$ cat src/rtl/dot_product_engine_pkg.sv
// -----------------------------------------------------------------------------
// dot_product_engine_pkg
//   Shared definitions for the dot-product engine:
//     - dp_state_e   : engine FSM encoding (also driven onto the state port)
//     - clog2        : ceiling log2 used to size the adder-tree growth bits
//     - prod_width   : width of one signed lane product
//     - tree_width   : width of the full-precision sum of all lane products
//     - DEF_*        : default lane/accumulator/length sizes of the engine
// -----------------------------------------------------------------------------
package dot_product_engine_pkg;

   typedef enum logic [1:0] {
      ST_IDLE  = 2'd0,
      ST_ACCUM = 2'd1,
      ST_DRAIN = 2'd2,
      ST_DONE  = 2'd3
   } dp_state_e;

   localparam int DEF_DATA_W_IN  = 8;
   localparam int DEF_DATA_W_OUT = 32;
   localparam int DEF_PARA_DEG   = 4;
   localparam int DEF_BITS_LEN   = 6;

   // Returns 0 for n<=1, so a single-lane tree adds no growth bits.
   function automatic int clog2(input int n);
      int r;
      r = 0;
      for (int i = 0; i < 31; i++) begin
         if ((1 << i) < n) r = i + 1;
      end
      return r;
   endfunction

   function automatic int prod_width(input int din_w);
      return 2 * din_w;
   endfunction

   function automatic int tree_width(input int din_w, input int lanes);
      return 2 * din_w + clog2(lanes);
   endfunction

endpackage

$ cat src/rtl/dot_product_engine_adder_tree.sv
// -----------------------------------------------------------------------------
// dp_adder_tree
//   Combinational signed reduction of N packed terms of IN_W bits each.
//   Every term is sign-extended to OUT_W before summing, so with
//   OUT_W = IN_W + clog2(N) the sum is exact.
// Ports
//   terms : N*IN_W packed signed terms, term i = terms[i*IN_W +: IN_W]
//   sum   : OUT_W signed sum of all terms
// -----------------------------------------------------------------------------
module dp_adder_tree
   import dot_product_engine_pkg::*;
#(
   parameter int IN_W  = 16,
   parameter int N     = 4,
   parameter int OUT_W = IN_W + clog2(N)
) (
   input  logic [N*IN_W-1:0]        terms,
   output logic signed [OUT_W-1:0]  sum
);

   always_comb begin
      logic signed [IN_W-1:0] term;
      term = '0;
      sum  = '0;
      for (int i = 0; i < N; i++) begin
         term = terms[i*IN_W +: IN_W];
         sum  = sum + OUT_W'(term);
      end
   end

endmodule

$ cat src/rtl/dot_product_engine.sv
// -----------------------------------------------------------------------------
// dot_product_engine
//   Multi-lane signed dot-product engine. Each accepted beat multiplies
//   Para_Deg lane pairs, the products are reduced by dp_adder_tree and added
//   into a wrap-around accumulator. An operation covers num_beats+1 beats and
//   may be seeded with old_output.
// Ports
//   clk, reset              : rising-edge clock, synchronous active-high reset
//   start, num_beats,
//   load_old_output,
//   old_output              : operation request, sampled when start is accepted
//   in_valid / in_ready     : beat handshake for data0/data1 (ready only in ACCUM)
//   data0, data1            : Para_Deg packed signed lanes
//   result / result_valid /
//   result_ready            : final accumulator, held until consumed
//   overflow                : sticky signed overflow of the accumulator adds
//   busy, state             : status (state: IDLE=0 ACCUM=1 DRAIN=2 DONE=3)
// -----------------------------------------------------------------------------
module dot_product_engine
   import dot_product_engine_pkg::*;
#(
   parameter int Data_Width_In  = DEF_DATA_W_IN,
   parameter int Data_Width_Out = DEF_DATA_W_OUT,
   parameter int Para_Deg       = DEF_PARA_DEG,
   parameter int bits_Len       = DEF_BITS_LEN
) (
   input  logic                              clk,
   input  logic                              reset,
   input  logic                              start,
   input  logic [bits_Len-1:0]               num_beats,
   input  logic                              load_old_output,
   input  logic [Data_Width_Out-1:0]         old_output,
   input  logic                              in_valid,
   output logic                              in_ready,
   input  logic [Para_Deg*Data_Width_In-1:0] data0,
   input  logic [Para_Deg*Data_Width_In-1:0] data1,
   output logic [Data_Width_Out-1:0]         result,
   output logic                              result_valid,
   input  logic                              result_ready,
   output logic                              overflow,
   output logic                              busy,
   output logic [1:0]                        state
);

   localparam int PW = prod_width(Data_Width_In);
   localparam int TW = tree_width(Data_Width_In, Para_Deg);
   localparam int WW = (TW > Data_Width_Out) ? TW : Data_Width_Out;

   dp_state_e                          state_q, state_nx;
   logic                               start_acc;
   logic                               beat_xfer;
   logic [bits_Len-1:0]                cnt_q;

   logic [Para_Deg*PW-1:0]             prod_p1;
   logic                               vld_p1;
   logic signed [TW-1:0]               tree_sum_p1;
   logic signed [Data_Width_Out-1:0]   acc_q, acc_add_p1, acc_sum_p1;

   function automatic logic signed [PW-1:0] mul_lane(
      input logic signed [Data_Width_In-1:0] a,
      input logic signed [Data_Width_In-1:0] b);
      return PW'(a) * PW'(b);
   endfunction

   // Sign-extend or truncate the tree sum to accumulator width (wrap-around).
   function automatic logic signed [Data_Width_Out-1:0] fit_acc(
      input logic signed [TW-1:0] s);
      logic signed [WW-1:0] w;
      w = WW'(s);
      return w[Data_Width_Out-1:0];
   endfunction

   function automatic logic add_ovf(
      input logic signed [Data_Width_Out-1:0] a,
      input logic signed [Data_Width_Out-1:0] b,
      input logic signed [Data_Width_Out-1:0] s);
      return (a[Data_Width_Out-1] == b[Data_Width_Out-1]) &&
             (s[Data_Width_Out-1] != a[Data_Width_Out-1]);
   endfunction

   assign in_ready     = (state_q == ST_ACCUM);
   assign beat_xfer    = in_valid && in_ready;
   assign result_valid = (state_q == ST_DONE);
   assign busy         = (state_q != ST_IDLE);
   assign state        = state_q;
   assign result       = acc_q;

   always_ff @(posedge clk) begin
      if (reset) state_q <= ST_IDLE;
      else       state_q <= state_nx;
   end

   always_comb begin
      state_nx  = state_q;
      start_acc = 1'b0;
      case (state_q)
         ST_IDLE: begin
            if (start) begin
               start_acc = 1'b1;
               state_nx  = ST_ACCUM;
            end
         end
         ST_ACCUM: begin
            if (beat_xfer && (cnt_q == '0)) state_nx = ST_DRAIN;
         end
         // Stage 2 retires in the cycle stage 1 is valid, so an empty
         // stage 1 means the accumulator is final.
         ST_DRAIN: begin
            if (!vld_p1) state_nx = ST_DONE;
         end
         ST_DONE: begin
            if (result_ready) begin
               if (start) begin
                  start_acc = 1'b1;
                  state_nx  = ST_ACCUM;
               end else begin
                  state_nx  = ST_IDLE;
               end
            end
         end
         default: state_nx = ST_IDLE;
      endcase
   end

   // ---- stage 1: lane products ----
   always_ff @(posedge clk) begin
      if (beat_xfer) begin
         for (int i = 0; i < Para_Deg; i++) begin
            prod_p1[i*PW +: PW] <= mul_lane(data0[i*Data_Width_In +: Data_Width_In],
                                            data1[i*Data_Width_In +: Data_Width_In]);
         end
      end
   end

   // ---- stage 2: adder tree and accumulate ----
   dp_adder_tree #(
      .IN_W  (PW),
      .N     (Para_Deg),
      .OUT_W (TW)
   ) u_tree (
      .terms (prod_p1),
      .sum   (tree_sum_p1)
   );

   assign acc_add_p1 = fit_acc(tree_sum_p1);
   assign acc_sum_p1 = acc_q + acc_add_p1;

   always_ff @(posedge clk) begin
      if (reset) begin
         cnt_q    <= '0;
         vld_p1   <= 1'b0;
         acc_q    <= '0;
         overflow <= 1'b0;
      end else begin
         vld_p1 <= beat_xfer;
         if (start_acc) begin
            cnt_q    <= num_beats;
            acc_q    <= load_old_output ? old_output : '0;
            overflow <= 1'b0;
         end else begin
            if (beat_xfer) cnt_q <= cnt_q - 1'b1;
            if (vld_p1) begin
               acc_q <= acc_sum_p1;
               if (add_ovf(acc_q, acc_add_p1, acc_sum_p1)) overflow <= 1'b1;
            end
         end
      end
   end

endmodule

$ cat config.mk
export PLATFORM = sky130hd
export DESIGN_NAME = dot_product_engine
export DESIGN_NICKNAME = d
export VERILOG_FILES = /design/src/rtl/dot_product_engine_pkg.sv /design/src/rtl/dot_product_engine_adder_tree.sv /design/src/rtl/dot_product_engine.sv
export SDC_FILE = /design/constraint.sdc
export NUM_CORES = 1
export LEC_CHECK = 0
export BUFFER_PORTS_ARGS = -buffer_cell sky130_fd_sc_hd__buf_2
export CAP_MARGIN = 5
export CORE_ASPECT_RATIO = 1.75
export CORE_MARGIN = 5
export CORE_UTILIZATION = 35
export CTS_CLUSTER_SIZE = 14
export DETAILED_ROUTE_END_ITERATION = 10
export PLACE_DENSITY = 0.6
export RECOVER_POWER = 50
export SYNTH_ARGS = -nofsm -noshare
export SYNTH_HDL_FRONTEND = slang
export SYNTH_SLANG_ARGS = --single-unit
export TNS_END_PERCENT = 50
$ cat constraint.sdc
create_clock -name clk -period 6.1 [get_ports clk]
set_clock_uncertainty 0.2 [all_clocks]
set_input_delay 0.915 -clock clk [delete_from_list [all_inputs] [get_ports clk]]
set_output_delay 0.915 -clock clk [all_outputs]
set_load 0.02 [all_outputs]
==> results of run 1 <==
[area by class of cell]
type	count	area (µm²)	area share, %
repair buffers	167	838	4.55
diodes	2	5.00	0.0272
multi-input cells	1238	12400	67.1
clock buffers	10	229	1.24
clock inverters	6	56.3	0.306
inverters	382	1430	7.79
flip-flops and latches	106	2760	15.0
well taps	588	736	4.00
[placed cells by master, fill, tap and decap left out, drive strengths merged, types with 23 or more instances in the layout]
master / netlist / layout
inv: 381 / 386
fa: 254 / 254
ha: 170 / 170
and2: 151 / 151
buf: 3 / 127
nand2: 124 / 124
xnor2: 89 / 89
nor2: 83 / 83
a21oi: 70 / 70
edfxtp: 64 / 64
clkbuf: 22 / 50
o21ai: 46 / 46
dfxtp: 42 / 42
nand2b: 34 / 34
a21o: 26 / 26
a31oi: 23 / 23
[flip-flops by register name, indices dropped and copies added, names as in the netlist]
name      count
prod_p1      64
result       32
state         2
cnt_q         6
vld_p1        1
overflow      1
[path summary, 6_finish.rpt]
check | end | slack, ps | cells after the start
worst max-delay path | result[31]$_SDFFE_PP0P_ | 310 | 25
worst min-delay path | overflow$_SDFFE_PP0P_ | 290 | 1
worst max register to register | result[31]$_SDFFE_PP0P_ | 310 | 25
worst min register to register | overflow$_SDFFE_PP0P_ | 290 | 1
[per-layer routing]
layer  vias to the layer above  share of wire (%)
met5                         -                  0
met4                         0                2.4
met3                        53                2.5
met2                       225                 59
met1                      6043                 36
li1                       5836                  -
[per-stage QoR]
step | setup TNS, ps | area (µm²) | worst slack, ps
2_1_floorplan | 0 | 16500 | 190
3_5_place_dp | 0 | 17900 | 17.2
5_1_grt | -3.83 | 18400 | -3.83
4_1_cts | 0 | 18200 | 20.5
6_report | 0 | 18400 | 315
3_3_place_gp | 0 | 17900 | 108
[critical path: stages (launching register included)]
cell and delay (ps):
sky130_fd_sc_hd__edfxtp_1 330, sky130_fd_sc_hd__inv_1 60, sky130_fd_sc_hd__fa_1 490, sky130_fd_sc_hd__fa_1 490, sky130_fd_sc_hd__inv_1 40, sky130_fd_sc_hd__ha_1 340, sky130_fd_sc_hd__a21o_1 180, sky130_fd_sc_hd__a21o_1 170
sky130_fd_sc_hd__a21oi_1 370, sky130_fd_sc_hd__a31oi_2 170, sky130_fd_sc_hd__o41ai_2 330, sky130_fd_sc_hd__xnor2_2 120, sky130_fd_sc_hd__buf_4 180, sky130_fd_sc_hd__buf_4 130, sky130_fd_sc_hd__ha_1 210, sky130_fd_sc_hd__a21o_1 190
sky130_fd_sc_hd__a21o_1 190, sky130_fd_sc_hd__a21oi_2 170, sky130_fd_sc_hd__inv_1 90, sky130_fd_sc_hd__a2111oi_4 300, sky130_fd_sc_hd__or3_4 200, sky130_fd_sc_hd__a31o_4 170, sky130_fd_sc_hd__buf_4 110, sky130_fd_sc_hd__nor3b_1 50
sky130_fd_sc_hd__a2111oi_2 320, sky130_fd_sc_hd__nand2_1 80
[cell families after synthesis]
kind of cell | synth area share, %
compound gates | 8.95
xor+xnor | 5.74
fa+ha+maj | 43.8
buf+inv | 9.36
flops | 16.8
mux | 1.12
simple gates | 14.3
[timing repair]
| action | in CTS | in global routing |
|---|---|---|
| hold buffers | 0 | 0 |
| setup buffers | 0 | 8 |
| pin swaps | 1 | 34 |
| setup endpoints to repair | 2 | 16 |
| gates resized for setup | 1 | 34 |
==> flow_metrics.py, run 1 <==
metrics = {
    "floorplan": {
        "die_width_um": 174,
        "rows": 105,
        "core-area_um2": 46800,
        "io_pins": 146,
        "floorplan.die_area_um2": 51700,
        "initial_utilization_pct": 35.2,
        "die-height_um": 297,
    },
    "worst_setup_path": {
        "crit_path_start": "prod_p1[10]$_DFFE_PP_",
        "crit_required_ps": 6150,
        "worst_setup_path_end_kind": "register",
        "cp_data_arrival_time_ps": 5840,
        "setup.worst_path.start_class": "register",
        "worst-setup-path-type": "reg2reg",
        "timing.critical_path.fanout_max": 6,
        "worst_r2r_startpoint": "prod_p1[10]$_DFFE_PP_",
    },
    "grt": {
        "global_route.usage.met2_pct": 31.5,
        "global_route_wire_length_before_repair_um": 64400,
        "pin_count_of_the_biggest_net_entering_global_routing": 68,
        "globalRouteMet3Util_pct": 1.40,
        "track_usage_pct": 15.2,
        "grt_use_met1_pct": 15.9,
        "top_usage_layer": "met2",
        "vias_in_the_first_global_route": 13208,
        "grt_overflow": 0,
        "antenna_found_initial": 5,
    },
    "clock_tree": {
        "clk-insertion-delay-late_ps": 380,
        "cts_max_path_bufs": 2,
        "clock_sink_count": 106,
        "clock_tree.root_cell": "sky130_fd_sc_hd__clkbuf_16",
        "path_clk_slew_ps": 80,
        "clock_tree_from_tritoncts": "done",
        "h-tree-depth": 3,
        "cts_inserted_buffers": 9,
    },
    "synth": {
        "syn-mean-instance-area_um2": 9.41,
        "yosys_register_bits": 106,
        "post_synth_most_frequent_cells": "381 x sky130_fd_sc_hd__inv_1, 254 x sky130_fd_sc_hd__fa_1, 170 x sky130_fd_sc_hd__ha_1",
        "most_common_cell_in_the_synthesized_netlist": "sky130_fd_sc_hd__inv_1",
        "yosys.area.top_type": "sky130_fd_sc_hd__fa_1",
        "synth.yosys.warnings": 0,
        "synth.yosys.seq_area_share_pct": 16.8,
        "ys_dominant_reg_cell": "sky130_fd_sc_hd__edfxtp_1",
        "area_fraction_of_the_dominant_cell_type_after_synthesis_pct": 30.9,
        "syn-instance-count": 1751,
        "synth_top_cells_by_area": "sky130_fd_sc_hd__fa_1 31%, sky130_fd_sc_hd__ha_1 13%, sky130_fd_sc_hd__edfxtp_1 12%",
        "synth_enable_flop_cells": 64,
        "synthesized_nets": 2283,
        "async_reset_ff_share_pct": 0,
        "synth_cell_type_count": 63,
        "synthesis.area_um2": 16500,
    },
    "final_layout": {
        "layout.core_utilization_pct": 39.4,
        "num-fill-cells": 4711,
        "layout.cells.non_filler": 2499,
        "post_route_cells_drive_above_1_share_pct": 9.95,
        "area_growth_syn_to_layout_pct": 11.8,
        "final_net_count": 2436,
    },
    "hold_path": {
        "hold_path_startpoint": "overflow$_SDFFE_PP0P_",
        "hold_path.class": "reg2reg",
    },
    "timing": {
        "worst_hold_slack_ps": 287,
        "finalHoldViolations": 0,
        "finalWorstPathRequiredPeriod_ps": 5790,
        "slew_at_the_pin_closest_to_its_max_slew_limit_ps": 3530,
        "setup_violations_final": 0,
        "fin_crit_sh_pct": 94.8,
        "final-max-slew-violation-count": 68,
        "maxSlewHeadroom_pct": -136,
        "fmaxAchievable_ghz": 0.173,
    },
    "detailed_routing": {
        "total_via_count_in_the_routed_design": 12157,
        "route.detailed.vias_per_inst": 4.86,
        "route.antenna.remaining_nets": 0,
        "routed_wirelength_um": 38400,
        "route.detailed.wl_per_inst_um": 15.4,
        "drc_errors": 0,
        "detail_route.iter0.violations": 475,
        "detail_route.first_pass.iterations": 5,
    },
    "place": {
        "place.detailed.hpwl_um": 33100,
        "numPlacedInstances": 2473,
        "gp_routability_congestion": 0.857,
        "port_buffers": 145,
    },
    "run_status": {
        "failed_checks": "capacitance limit, slew limit",
        "status": "finished with violations",
    },
    "run": {
        "number_of_maximum_capacitance_violations": 1,
    },
}
Power of run 1 is left out: the tool's default activity adds up to more than one toggle a clock period on the data nets, which glitch-free logic cannot reach.
==> inputs of run 2 (changes only) <==
--- a/config.mk
+++ b/config.mk
@@ -5,6 +5,7 @@
 export SDC_FILE = /design/constraint.sdc
 export NUM_CORES = 1
 export LEC_CHECK = 0
+export ABC_AREA = 1
 export BUFFER_PORTS_ARGS = -buffer_cell sky130_fd_sc_hd__buf_2
 export CAP_MARGIN = 5
 export CORE_ASPECT_RATIO = 1.75
==> run 2 against run 1 <==
  * The run still ends with capacitance limit, slew limit left
  * Critical path type unchanged
  * Register-to-register slack improved by 660 ps
  * Design area increased by 5.1%
  * Highest routed layer unchanged
  * Synthesized area increased by 8.1%
  * First-iteration DRC count increased by 19%
==> flow_metrics.py, run 2 <==
metrics = {
    "final_layout": {
        "layout.core_utilization_pct": 38.4,
        "num-fill-cells": 5311,
        "post_route_cells_drive_above_1_share_pct": 8.53,
        "area_growth_syn_to_layout_pct": 8.70,
        "n_antenna_cell": 0,
        "mostFrequentLayoutCell": "sky130_fd_sc_hd__inv_1",
        "largest_register_ff_count": 64,
        "layout.cells.non_filler": 3033,
        "final_net_count": 2894,
        "largest_register": "prod_p1",
        "final_cell_mix": "597 x sky130_fd_sc_hd__inv_1, 489 x sky130_fd_sc_hd__nand2_1, 254 x sky130_fd_sc_hd__fa_1, 170 x sky130_fd_sc_hd__ha_1, 117 x sky130_fd_sc_hd__a21oi_1",
    },
    "synth": {
        "area_fraction_of_the_dominant_cell_type_after_synthesis_pct": 28.5,
        "synth_cell_type_count": 48,
        "post_synth_most_frequent_cells": "598 x sky130_fd_sc_hd__inv_1, 489 x sky130_fd_sc_hd__nand2_1, 254 x sky130_fd_sc_hd__fa_1",
        "most_common_cell_in_the_synthesized_netlist": "sky130_fd_sc_hd__inv_1",
        "yosys_register_bits": 106,
        "synthesis.area_um2": 17800,
        "syn-mean-instance-area_um2": 7.82,
        "syn-instance-count": 2279,
        "yosys.area.top_type": "sky130_fd_sc_hd__fa_1",
        "synth_enable_flop_cells": 64,
        "async_reset_ff_share_pct": 0,
        "ys_dominant_reg_cell": "sky130_fd_sc_hd__edfxtp_1",
        "synth.yosys.warnings": 0,
        "synth_top_cells_by_area": "sky130_fd_sc_hd__fa_1 29%, sky130_fd_sc_hd__inv_1 13%, sky130_fd_sc_hd__ha_1 12%",
        "synth.yosys.seq_area_share_pct": 15.5,
        "synthesized_nets": 2811,
    },
    "floorplan": {
        "core-area_um2": 50500,
        "die-height_um": 308,
        "floorplan.die_area_um2": 55700,
        "initial_utilization_pct": 35.3,
        "die_width_um": 181,
        "io_pins": 146,
        "rows": 109,
    },
    "worst_setup_path": {
        "worst_r2r_startpoint": "prod_p1[0]$_DFFE_PP_",
        "worst_r2r_path_depth": 26,
        "cp_data_arrival_time_ps": 5240,
        "critPathBufInv": 4,
        "setup.worst_path.start_class": "register",
        "crit_required_ps": 6210,
        "crit_slowest_cell": "sky130_fd_sc_hd__fa_1",
        "critical_path.top_delay_family": "adder cells",
        "worst-setup-path-type": "reg2reg",
        "critical_path.most_common_cell": "sky130_fd_sc_hd__nand2_1",
        "reg2reg_to": "result[28]$_SDFFE_PP0P_",
        "worst-r2r-setup-slack_ps": 970,
        "timing.critical_path.fanout_max": 6,
        "worst_setup_path_end_kind": "register",
        "cp_slowest_stage_delay_ps": 460,
    },
    "timing": {
        "fin_setup_tns_ps": 0,
        "worst_path_setup_slack_after_routing_ps": 974,
        "finalWorstPathRequiredPeriod_ps": 5130,
        "final-max-slew-violation-count": 105,
        "fmaxAchievable_ghz": 0.195,
        "grt_setup_unrepaired": "no",
        "fin_crit_sh_pct": 84.0,
        "setup_violations_final": 0,
        "slew_at_the_pin_closest_to_its_max_slew_limit_ps": 3390,
        "maxSlewHeadroom_pct": -126,
        "finalHoldViolations": 0,
    },
    "place": {
        "gp_routability_congestion": 0.965,
        "place.detailed.hpwl_um": 41400,
        "numPlacedInstances": 3017,
        "port_buffers": 145,
        "pre_cts_ws_ps": 829,
    },
    "grt": {
        "grt_overflow": 0,
        "vias_in_the_first_global_route": 15537,
        "antenna_found_initial": 0,
        "track_usage_pct": 17.3,
        "pin_count_of_the_biggest_net_entering_global_routing": 66,
        "global_route_wire_length_before_repair_um": 78000,
    },
    "clock_tree": {
        "clock_sink_count": 106,
        "cts_max_path_bufs": 2,
        "cts_hold_buf": 0,
        "h-tree-depth": 3,
        "clock_tree_from_tritoncts": "done",
        "clk-insertion-delay-late_ps": 380,
        "path_clk_slew_ps": 70,
        "clock_tree.root_cell": "sky130_fd_sc_hd__clkbuf_16",
        "cts_inserted_buffers": 9,
        "post_cts_repair_setup_buffers": 0,
        "postCtsResizedCells": 0,
    },
    "hold_path": {
        "hold_path_depth": 2,
        "hold_path.class": "reg2reg",
        "endpoint_of_the_worst_hold_timing_path": "overflow$_SDFFE_PP0P_",
        "hold_path_startpoint": "overflow$_SDFFE_PP0P_",
    },
    "run_status": {
        "status": "finished with violations",
        "failed_checks": "capacitance limit, slew limit",
    },
    "detailed_routing": {
        "routed_wirelength_um": 47000,
        "route.detailed.wl_per_inst_um": 15.5,
        "route.detailed.vias_per_inst": 4.68,
        "route.antenna.remaining_nets": 0,
        "detail_route.first_pass.iterations": 6,
        "total_via_count_in_the_routed_design": 14181,
        "detail_route.iter0.violations": 567,
        "drc_errors": 0,
    },
    "run": {
        "number_of_maximum_capacitance_violations": 2,
    },
}
[run 2: changes by cell type after synthesis, moves of 21 or more]
| cell | previous run | this run |
|---|---|---|
| sky130_fd_sc_hd__nand2_1 | 124 | 489 |
| sky130_fd_sc_hd__inv_1 | 381 | 598 |
| sky130_fd_sc_hd__and2_1 | 150 | 2 |
| sky130_fd_sc_hd__clkbuf_1 | 20 | 69 |
| sky130_fd_sc_hd__a21oi_1 | 70 | 117 |
| sky130_fd_sc_hd__nand3_1 | 12 | 59 |
| sky130_fd_sc_hd__xnor2_1 | 89 | 46 |
| sky130_fd_sc_hd__o21ai_0 | 45 | 80 |
| sky130_fd_sc_hd__nand2b_1 | 34 | 0 |
| sky130_fd_sc_hd__or2_2 | 2 | 34 |
| sky130_fd_sc_hd__xor2_1 | 19 | 40 |
[run 2: cells by family (layout without fill, tap and decap cells)]
logic type	Yosys count	in the layout	share of synthesized area [%]
buf+inv	682	770	14.5
fa+ha+maj	424	424	40.5
xor+xnor	86	86	4.23
flops	106	106	15.5
compound gates	255	255	7.92
simple gates	726	726	17.4
[run 2: through the flow]
step / hold slack [ps] / area (µm²)
global placement: 244 / 19100
CTS: 258 / 19400
finish: 265 / 19400
floorplan: 278 / 17800
global route: 272 / 19400
detailed placement: 247 / 19100
[run 2: layout make-up]
class | instances | area [µm²] | share of cell area [%]
Sequential cell | 106 | 2760 | 14.3
Tap cell | 666 | 833 | 4.30
Clock inverter | 7 | 97.6 | 0.504
Multi-Input combinational cell | 1491 | 12500 | 64.4
Timing Repair Buffer | 150 | 704 | 3.64
Clock buffer | 9 | 225 | 1.16
Inverter | 604 | 2270 | 11.7
[run 2: worst max path at each step]
stage / startpoint / to / slack [ps] / depth (start not counted)
floorplan: data0[8] / prod_p1[28]$_DFFE_PP_ / 1120 / 13
global placement: data1[31] / prod_p1[62]$_DFFE_PP_ / 850 / 19
detailed placement: data1[15] / prod_p1[28]$_DFFE_PP_ / 830 / 14
CTS: prod_p1[0]$_DFFE_PP_ / result[28]$_SDFFE_PP0P_ / 970 / 26
global route: prod_p1[0]$_DFFE_PP_ / result[28]$_SDFFE_PP0P_ / 590 / 26
finish: prod_p1[0]$_DFFE_PP_ / result[28]$_SDFFE_PP0P_ / 970 / 26
[run 2: routing by layer]
layer / vias up / wire length, µm / share of wire (%) / GRT usage, %
met5: - / 0 / 0 / 0
met4: 0 / 2250 / 4.8 / 7.64
met3: 86 / 1180 / 2.5 / 1.47
met2: 266 / 27100 / 58 / 35.9
met1: 6828 / 16500 / 35 / 17.2
li1: 7001 / - / - / -
[run 2: tightest hold or removal path, stage by stage, from the launching register on]
cell and delay [ps]:
sky130_fd_sc_hd__dfxtp_1 320, sky130_fd_sc_hd__inv_1 50, sky130_fd_sc_hd__a21oi_1 50
Power of run 2 is left out for the same reason.
==> inputs of run 3 (changes only) <==
--- a/config.mk
+++ b/config.mk
@@ -5,7 +5,7 @@
 export SDC_FILE = /design/constraint.sdc
 export NUM_CORES = 1
 export LEC_CHECK = 0
-export ABC_AREA = 1
+export ABC_AREA = 0
 export BUFFER_PORTS_ARGS = -buffer_cell sky130_fd_sc_hd__buf_2
 export CAP_MARGIN = 5
 export CORE_ASPECT_RATIO = 1.75
==> constraint.sdc (replaced) <==
create_clock -name clk -period 4.3 [get_ports clk]
set_clock_uncertainty 0.2 [all_clocks]
set_input_delay 0.645 -clock clk [delete_from_list [all_inputs] [get_ports clk]]
set_output_delay 0.645 -clock clk [all_outputs]
set_load 0.02 [all_outputs]
==> run 3 against run 2 <==
  * The run ends with capacitance limit, slew limit, setup timing left
  * Hold slack gained 20 ps
  * Sequential cell count is the same
  * Sequential share of layout area shrank 1.6 points
  * Critical path type unchanged
  * Highest routed layer unchanged
==> flow_metrics.py, run 3 (synthesized netlist as in run 1, its figures left out) <==
metrics = {
    "clock_tree": {
        "h-tree-depth": 3,
        "clock_sink_count": 106,
        "clock_tree.root_cell": "sky130_fd_sc_hd__clkbuf_16",
        "clk-insertion-delay-late_ps": 370,
        "path_clk_slew_ps": 80,
        "clock_tree_from_tritoncts": "done",
        "cts_hold_buf": 0,
        "cts_max_path_bufs": 2,
        "cts_inserted_buffers": 9,
    },
    "detailed_routing": {
        "route.detailed.vias_per_inst": 4.70,
        "drc_errors": 0,
        "detail_route.first_pass.iterations": 4,
        "route.antenna.remaining_nets": 0,
        "route.detailed.wl_per_inst_um": 14.7,
        "detail_route.iter0.violations": 445,
        "routed_wirelength_um": 41700,
        "total_via_count_in_the_routed_design": 13316,
    },
    "final_layout": {
        "largest_register": "prod_p1",
        "largest_register_ff_count": 64,
        "final_cell_mix": "368 x sky130_fd_sc_hd__inv_1, 339 x sky130_fd_sc_hd__buf_4, 245 x sky130_fd_sc_hd__fa_1, 151 x sky130_fd_sc_hd__ha_1, 133 x sky130_fd_sc_hd__and2_1",
        "area_growth_syn_to_layout_pct": 32.6,
        "layout.cells.non_filler": 2835,
        "post_route_cells_drive_above_1_share_pct": 29.2,
        "mostFrequentLayoutCell": "sky130_fd_sc_hd__inv_1",
        "final_net_count": 2771,
    },
    "place": {
        "port_buffers": 145,
        "numPlacedInstances": 2783,
        "place.detailed.hpwl_um": 35500,
        "gp_routability_congestion": 0.876,
    },
    "worst_setup_path": {
        "crit_slowest_cell": "sky130_fd_sc_hd__fa_1",
        "crit_required_ps": 4380,
        "worst-r2r-setup-slack_ps": -1420,
        "critical_path.top_delay_family": "adder cells",
        "critPathBufInv": 4,
        "worst_r2r_startpoint": "prod_p1[1]$_DFFE_PP_",
        "reg2reg_to": "result[28]$_SDFFE_PP0P_",
        "timing.critical_path.fanout_max": 3,
        "setup.worst_path.start_class": "register",
        "worst-setup-path-type": "reg2reg",
        "cp_data_arrival_time_ps": 5790,
        "worst_r2r_path_depth": 25,
        "worst_setup_path_end_kind": "register",
        "cp_slowest_stage_delay_ps": 540,
    },
    "timing": {
        "setup_violations_final": 44,
        "finalHoldViolations": 0,
        "finalWorstPathRequiredPeriod_ps": 5720,
        "fin_crit_sh_pct": 133,
        "fmaxAchievable_ghz": 0.175,
        "worst_path_setup_slack_after_routing_ps": -1420,
        "final-max-slew-violation-count": 68,
        "maxSlewHeadroom_pct": -11.0,
        "fin_setup_tns_ps": -29060,
        "grt_setup_unrepaired": "yes",
        "slew_at_the_pin_closest_to_its_max_slew_limit_ps": 1660,
    },
    "floorplan": {
        "core-area_um2": 46800,
        "die_width_um": 174,
        "floorplan.die_area_um2": 51700,
        "rows": 105,
        "die-height_um": 297,
        "io_pins": 146,
        "initial_utilization_pct": 35.2,
    },
    "grt": {
        "track_usage_pct": 16.2,
        "pin_count_of_the_biggest_net_entering_global_routing": 68,
        "antenna_found_initial": 5,
        "vias_in_the_first_global_route": 14601,
        "grt_overflow": 0,
        "global_route_wire_length_before_repair_um": 69300,
    },
    "hold_path": {
        "endpoint_of_the_worst_hold_timing_path": "overflow$_SDFFE_PP0P_",
        "hold_path.class": "reg2reg",
        "hold_path_depth": 1,
        "hold_path_startpoint": "overflow$_SDFFE_PP0P_",
    },
    "run_status": {
        "status": "finished with violations",
        "failed_checks": "capacitance limit, slew limit, setup timing",
    },
    "run": {
        "number_of_maximum_capacitance_violations": 1,
    },
}
-- run 3: worst reg2reg max path: cells and delay by family, from the launching register on --
kind	cells	cell delay, ps
xor+xnor	2	310
mux	1	90
simple gates	4	890
fa+ha+maj	5	1820
compound gates	9	1700
flops	1	340
buf+inv	4	280
-- run 3: worst max-delay path by stage --
| stage | from | to | depth (start not counted) |
|---|---|---|---|
| finish | prod_p1[1]$_DFFE_PP_ | result[28]$_SDFFE_PP0P_ | 25 |
| global route | prod_p1[2]$_DFFE_PP_ | result[31]$_SDFFE_PP0P_ | 25 |
| CTS | prod_p1[1]$_DFFE_PP_ | result[28]$_SDFFE_PP0P_ | 25 |
| detailed placement | prod_p1[0]$_DFFE_PP_ | result[28]$_SDFFE_PP0P_ | 24 |
| global placement | prod_p1[1]$_DFFE_PP_ | result[28]$_SDFFE_PP0P_ | 24 |
| floorplan | prod_p1[1]$_DFFE_PP_ | result[30]$_SDFFE_PP0P_ | 25 |
-- run 3: metrics by stage --
step	setup slack (ps)	hold WS (ps)	util, %	cell area (µm²)
3_3_place_gp	-1460	258	43.9	20500
6_report	-1420	285	46.7	21800
5_1_grt	-1680	294	46.7	21800
3_5_place_dp	-1580	254	43.9	20500
4_1_cts	-1390	271	45.4	21200
2_1_floorplan	-1270	333	-	16800
-- run 3: what timing repair did --
action                                  CTS  global route
pin swaps                                58            94
buffers inserted                         21            19
gates resized for setup                  75           135
endpoints found under the setup margin   45            51
-- run 3: final cells by class --
| type | count | area [µm²] |
|---|---|---|
| fillers | 4455 | 24900 |
| multi-input cells | 1238 | 13100 |
| repair buffers | 502 | 3490 |
| flip-flops and latches | 106 | 2760 |
| inverters | 382 | 1440 |
| well taps | 588 | 736 |
| clock buffers | 9 | 225 |
| clock inverters | 6 | 51.3 |
| diodes | 4 | 10.0 |
-- run 3: per-layer routing --
metal	wire length (µm)	up-vias	part of all wire (%)	global-route usage (%)
met5	0	-	0	0
met4	986	0	2.4	4.55
met3	927	67	2.2	1.56
met2	25000	188	60	34.3
met1	14700	6559	35	16.2
li1	-	6502	-	-
Power of run 3 is left out for the same reason.
